### src/rtl/branch_ctl_if.sv
// branch_ctl_if: control-op, flag, LUT-write and jump-result signals between a decoder and branch_ctl
//   master: drives prog_ctr, op_valid, op, lut_idx, flag_we, zero_in, lut_we, lut_waddr, lut_wdata;
//           receives absjump_en, target, stack_depth, stk_ovf, stk_unf
//   slave : the mirror image, used by branch_ctl
interface branch_ctl_if #(
    parameter int D  = 10,
    parameter int SD = 4
);
    logic [D-1:0]           prog_ctr;
    logic                   op_valid;
    logic [2:0]             op;
    logic [3:0]             lut_idx;
    logic                   flag_we;
    logic                   zero_in;
    logic                   lut_we;
    logic [3:0]             lut_waddr;
    logic [D-1:0]           lut_wdata;
    logic                   absjump_en;
    logic [D-1:0]           target;
    logic [$clog2(SD):0]    stack_depth;
    logic                   stk_ovf;
    logic                   stk_unf;

    modport master (
        output prog_ctr, op_valid, op, lut_idx, flag_we, zero_in, lut_we, lut_waddr, lut_wdata,
        input  absjump_en, target, stack_depth, stk_ovf, stk_unf
    );

    modport slave (
        input  prog_ctr, op_valid, op, lut_idx, flag_we, zero_in, lut_we, lut_waddr, lut_wdata,
        output absjump_en, target, stack_depth, stk_ovf, stk_unf
    );
endinterface

### src/rtl/branch_ctl.sv
// branch_ctl: branch/jump controller with zero flag, 16-entry target LUT and a call/return stack
//   clk   : clock, all state updates on posedge
//   reset : synchronous active-high reset
//   bus   : branch_ctl_if.slave (op inputs, LUT write port, jump request/target, stack status)
module branch_ctl #(
    parameter int D  = 10,
    parameter int SD = 4
) (
    input  logic            clk,
    input  logic            reset,
    branch_ctl_if.slave     bus
);
    localparam int AW = (SD > 1) ? $clog2(SD) : 1;
    localparam int DW = $clog2(SD) + 1;
    localparam logic [DW-1:0] FULL = DW'(SD);

    logic            z_q, z_d;
    logic [D-1:0]    lut_q [16];
    logic [D-1:0]    lut_d [16];
    logic [D-1:0]    stk_q [SD];
    logic [D-1:0]    stk_d [SD];
    logic [DW-1:0]   depth_q, depth_d;
    logic            ovf_q, ovf_d;
    logic            unf_q, unf_d;

    logic            v, is_jmp, is_jz, is_jnz, is_call, is_ret;
    logic            full, empty, call_ok, ret_ok;
    logic [DW-1:0]   top_idx;
    logic [D-1:0]    lut_rd;

    // Reset masks the op so the jump outputs are quiet while reset is held.
    always_comb begin
        v       = bus.op_valid && !reset;
        is_jmp  = v && bus.op == 3'b001;
        is_jz   = v && bus.op == 3'b010;
        is_jnz  = v && bus.op == 3'b011;
        is_call = v && bus.op == 3'b100;
        is_ret  = v && bus.op == 3'b101;
        full    = depth_q == FULL;
        empty   = depth_q == '0;
        call_ok = is_call && !full;
        ret_ok  = is_ret && !empty;
        top_idx = depth_q - DW'(1);
        lut_rd  = lut_q[bus.lut_idx];
    end

    // Jump request is combinational so the PC stage sees it with zero latency;
    // JZ/JNZ always present the LUT target, taken or not.
    always_comb begin
        bus.absjump_en  = is_jmp | (is_jz & z_q) | (is_jnz & ~z_q) | call_ok | ret_ok;
        bus.target      = (is_jmp | is_jz | is_jnz | call_ok) ? lut_rd :
                          ret_ok ? stk_q[top_idx[AW-1:0]] : '0;
        bus.stack_depth = depth_q;
        bus.stk_ovf     = ovf_q;
        bus.stk_unf     = unf_q;
    end

    // LUT writes and stack push/pop are independent; reads use the pre-write LUT.
    always_comb begin
        z_d     = bus.flag_we ? bus.zero_in : z_q;
        lut_d   = lut_q;
        stk_d   = stk_q;
        depth_d = depth_q;
        if (bus.lut_we)
            lut_d[bus.lut_waddr] = bus.lut_wdata;
        if (call_ok) begin
            stk_d[depth_q[AW-1:0]] = bus.prog_ctr + D'(1);
            depth_d                = depth_q + DW'(1);
        end else if (ret_ok) begin
            depth_d = top_idx;
        end
        ovf_d = ovf_q | (is_call & full);
        unf_d = unf_q | (is_ret & empty);
    end

    always_ff @(posedge clk) begin
        if (reset) begin
            z_q     <= 1'b0;
            lut_q   <= '{default: '0};
            stk_q   <= '{default: '0};
            depth_q <= '0;
            ovf_q   <= 1'b0;
            unf_q   <= 1'b0;
        end else begin
            z_q     <= z_d;
            lut_q   <= lut_d;
            stk_q   <= stk_d;
            depth_q <= depth_d;
            ovf_q   <= ovf_d;
            unf_q   <= unf_d;
        end
    end
endmodule

### src/flat_wrapper.sv
// flat-port wrapper written by rule: the top's interface ports become plain ports
module branch_ctl_flat 
#(
    parameter int D  = 10,
    parameter int SD = 4
)
  (clk, reset, bus_prog_ctr, bus_op_valid, bus_op, bus_lut_idx, bus_flag_we, bus_zero_in, bus_lut_we, bus_lut_waddr, bus_lut_wdata, bus_absjump_en, bus_target, bus_stack_depth, bus_stk_ovf, bus_stk_unf);
  branch_ctl_if #(.D(D), .SD(SD)) bus_i ();
  input  logic clk;
  input  logic reset;
  input wire logic [$bits(bus_i.prog_ctr)-1:0] bus_prog_ctr;
  input wire logic [$bits(bus_i.op_valid)-1:0] bus_op_valid;
  input wire logic [$bits(bus_i.op)-1:0] bus_op;
  input wire logic [$bits(bus_i.lut_idx)-1:0] bus_lut_idx;
  input wire logic [$bits(bus_i.flag_we)-1:0] bus_flag_we;
  input wire logic [$bits(bus_i.zero_in)-1:0] bus_zero_in;
  input wire logic [$bits(bus_i.lut_we)-1:0] bus_lut_we;
  input wire logic [$bits(bus_i.lut_waddr)-1:0] bus_lut_waddr;
  input wire logic [$bits(bus_i.lut_wdata)-1:0] bus_lut_wdata;
  output wire logic [$bits(bus_i.absjump_en)-1:0] bus_absjump_en;
  output wire logic [$bits(bus_i.target)-1:0] bus_target;
  output wire logic [$bits(bus_i.stack_depth)-1:0] bus_stack_depth;
  output wire logic [$bits(bus_i.stk_ovf)-1:0] bus_stk_ovf;
  output wire logic [$bits(bus_i.stk_unf)-1:0] bus_stk_unf;
  assign bus_i.prog_ctr = bus_prog_ctr;
  assign bus_i.op_valid = bus_op_valid;
  assign bus_i.op = bus_op;
  assign bus_i.lut_idx = bus_lut_idx;
  assign bus_i.flag_we = bus_flag_we;
  assign bus_i.zero_in = bus_zero_in;
  assign bus_i.lut_we = bus_lut_we;
  assign bus_i.lut_waddr = bus_lut_waddr;
  assign bus_i.lut_wdata = bus_lut_wdata;
  assign bus_absjump_en = bus_i.absjump_en;
  assign bus_target = bus_i.target;
  assign bus_stack_depth = bus_i.stack_depth;
  assign bus_stk_ovf = bus_i.stk_ovf;
  assign bus_stk_unf = bus_i.stk_unf;
  branch_ctl #(.D(D), .SD(SD)) u_core (.clk(clk), .reset(reset), .bus(bus_i));
endmodule
### config.mk
export PLATFORM = sky130hd
export DESIGN_NAME = branch_ctl_flat
export DESIGN_NICKNAME = d
export VERILOG_FILES = /design/src/rtl/branch_ctl_if.sv /design/src/rtl/branch_ctl.sv /design/src/flat_wrapper.sv
export SDC_FILE = /design/constraint.sdc
export NUM_CORES = 1
export LEC_CHECK = 0
export BUFFER_PORTS_ARGS = -buffer_cell sky130_fd_sc_hd__buf_2
export CORE_MARGIN = 3
export CORE_UTILIZATION = 40
export DETAILED_ROUTE_END_ITERATION = 8
export GPL_TIMING_DRIVEN = 1
export HOLD_SLACK_MARGIN = 0.08
export PLACE_DENSITY_LB_ADDON = 0.25
export SLEW_MARGIN = 40
export SYNTH_ARGS = -nofsm -noshare
export SYNTH_HDL_FRONTEND = slang
export SYNTH_SLANG_ARGS = --single-unit
### constraint.sdc
create_clock -name clk -period 3 [get_ports clk]
set_input_delay 0.6 -clock clk [delete_from_list [all_inputs] [get_ports clk]]
set_output_delay 0.6 -clock clk [all_outputs]
set_load 0.02 [all_outputs]
==> impl_metrics.ini <==
[grt]
grt_start_max_net_pins = 108
gr-total-overflow = 0
antenna_found_initial = 0
track_usage_pct = 19.8
grt_pass1_vias = 6961
grt_pass1_wl_mm = 39.4

[worst_setup_path]
endpoint_kind = primary output
worstPathArrival_ns = 2.32
crit_fanout = 22
critPathKind = input port to primary output
crit_required_ns = 2.40
startpoint = bus_lut_idx[1]
critPathLaunchType = input port
reg2reg_from = u_core.bus.stack_depth[1]$_SDFFE_PP0P_
reg2reg_depth = 6

[final_layout]
regArea_sq_mm = 0.00413
fin_cells = 1309
drive_gt1_share_pct = 18.9
n_antenna_cell = 0
fillCellCount = 2178
fin_util_pct = 46.4
design_area_sq_mm = 0.0105
syn2layout_area_growth_pct = 14.0
multi_input_area_sq_mm = 0.00474
final_nets = 1053

[worst_hold_path]
hold_depth = 2
min_from = reset
hp-class = input port to flip-flop

[placement]
placed_area_sq_mm = 0.00976
portBuffers = 52
place_inst = 1267
post-place-ws_ns = 0.0331
hpwl_mm = 16.0
place_congestion = 0.797

[drt]
drtAntennaViolNets = 0
drt-wirelength-per-cell_um = 19.2
detailroute.via_count = 7319
first_pass_iters = 5
route.detailed.drc = 0
postRouteWirelength_mm = 25.2
viasPerCell = 5.59
dr.first_iter.drc_count = 610

[clocking]
hold_buffers = 0
cts_tree = done
clockBufferDepth = 3
clkSinkCount = 206
cts_root_buf = clkbuf_16
clkTransAtPathRegs_ns = 0.06
htree_levels = 1
cts_buffers = 23
clock_latency_ns = 0.50

[pwr]
leakagePower_nw = 3.90
p_total_mw = 5.91
power_density_mw_per_mm2 = 561
ir_worst_vdd_mv = 0.323

[logic_synthesis]
synthTopCellsByCount = dfxtp_1 (206), nand2_1 (125), a21oi_1 (112)
yosysSeqAreaShare_pct = 44.6
synthCells = 983
synth_edf_count = 0
synth.distinct_cells = 43
syn_nets = 1026
yosysMostFrequentCell = dfxtp_1
synth_top_cell_by_area = dfxtp_1
synth_seq_cells = 206
synth_area_sq_mm = 0.00925
async_reset_ff_share_pct = 0
synth_top_area_share_pct = 44.6
synth_area_leaders = dfxtp_1 (45%), mux4_2 (12%), mux2i_1 (7.1%)
synth_ff_type = dfxtp_1
ys_warn_count = 0
avgSynthCellArea_sq_um = 9.41

[floorplan]
die_area_sq_mm = 0.0250
die_h_um = 158
start_util_pct = 40.7
floorplan.die.width_um = 158
ioPinCount = 53
core_area_sq_mm = 0.0227
rows = 55

[flow_run]
cap_violations = 0

[sta]
rsz0062_at_grt = false
final.min_clock_period_ns = 2.92
period_share_pct = 97.4
finClkSkew_ns = 0.00343
worstMarginPinSlew_ns = 0.821
setup_tns_ns = 0
clock.fmax_ghz = 0.342
hold_violations = 0
slew_violations = 0
slew_headroom_pct = 45.3
hold_slack_ns = 0.283
setup_slack_ns = 0.0770
setup_viol = 0

[status]
outcome = completed
==> kinds of logic (layout without fill, tap and decap cells) <==
logic type      count (synthesis)  after routing  synth area share [%]
compound gates                264            264                  15.8
xor+xnor                        9              9                 0.853
fa+ha+maj                       6              6                 0.812
buf+inv                        91            132                  4.55
flops                         206            206                  44.6
mux                           126            126                  20.6
simple gates                  281            281                  12.8
==> metal layers <==
layer / vias to the layer above / global-route usage, % / share of wire (%)
met5: - / 0 / 0
met4: 0 / 3.93 / 1.5
met3: 24 / 3.06 / 4.7
met2: 182 / 31.2 / 47
met1: 3560 / 29.2 / 47
li1: 3553 / - / -
==> flip-flops by register name, indices dropped and copies added, names as in the netlist <==
register,cells
u_core.bus.stack_depth,3
u_core.bus.stk_ovf,1
u_core.lut_q,160
u_core.z_q,1
u_core.stk_q,40
u_core.bus.stk_unf,1
==> final timing paths <==
kind,endpoint,slack (ns)
max,bus_target[1],0.08
min,u_core.bus.stack_depth[1]$_SDFFE_PP0P_,0.28
max reg2reg,u_core.stk_q[21]$_SDFFE_PP0P_,1.02
min reg2reg,u_core.lut_q[155]$_SDFFE_PP0P_,0.46
==> worst max-delay path: stages <==
cell and delay, ns:
buf_2 0.10, buf_12 0.20, buf_4 0.25, mux4_2 0.54, mux2i_1 0.26, o21ai_1 0.15
buf_2 0.19
==> cell type report <==
cell class,count,share of cell area (%)
multi-input cells,686,44.9
flip-flops and latches,206,39.1
clock buffers,32,6.35
repair buffers,88,5.41
well taps,285,3.38
clock inverters,7,0.629
inverters,5,0.178
==> power breakdown <==
group          internal, mW  switching, mW
clock                  1.64           1.09
sequential             2.77         0.0156
combinational         0.133          0.269
total                  4.54           1.38
==> placed cells by master (no fill, tap or decap), types with 2 or more instances in the layout <==
cell       count
mux4_2        48
xor2_1         2
buf_2         52
nand2b_1       8
clkbuf_16     23
inv_1          4
nor2_1       105
mux4_1         2
a32oi_1       10
nand3b_1       2
or3_1          3
clkbuf_8       6
o21ai_0       91
a211oi_1      36
nand3_1       15
buf_4         30
mux2i_1       66
xnor2_1        7
nor2_2         3
ha_1           5
clkbuf_1       3
buf_12         2
and3_1         5
a21oi_1      112
nor3_1         5
clkinv_2       5
o21ai_1       10
buf_6          4
mux2_2        10
dfxtp_1      205
nand2_1      125
==> what timing repair did <==
action	CTS	global route
setup endpoints to repair	9	10
pin swaps	1	1
cloned	0	1
hold endpoints to repair	0	0
gates resized for setup	3	5
buffers inserted	2	0
(Power assumes the default switching activity.)
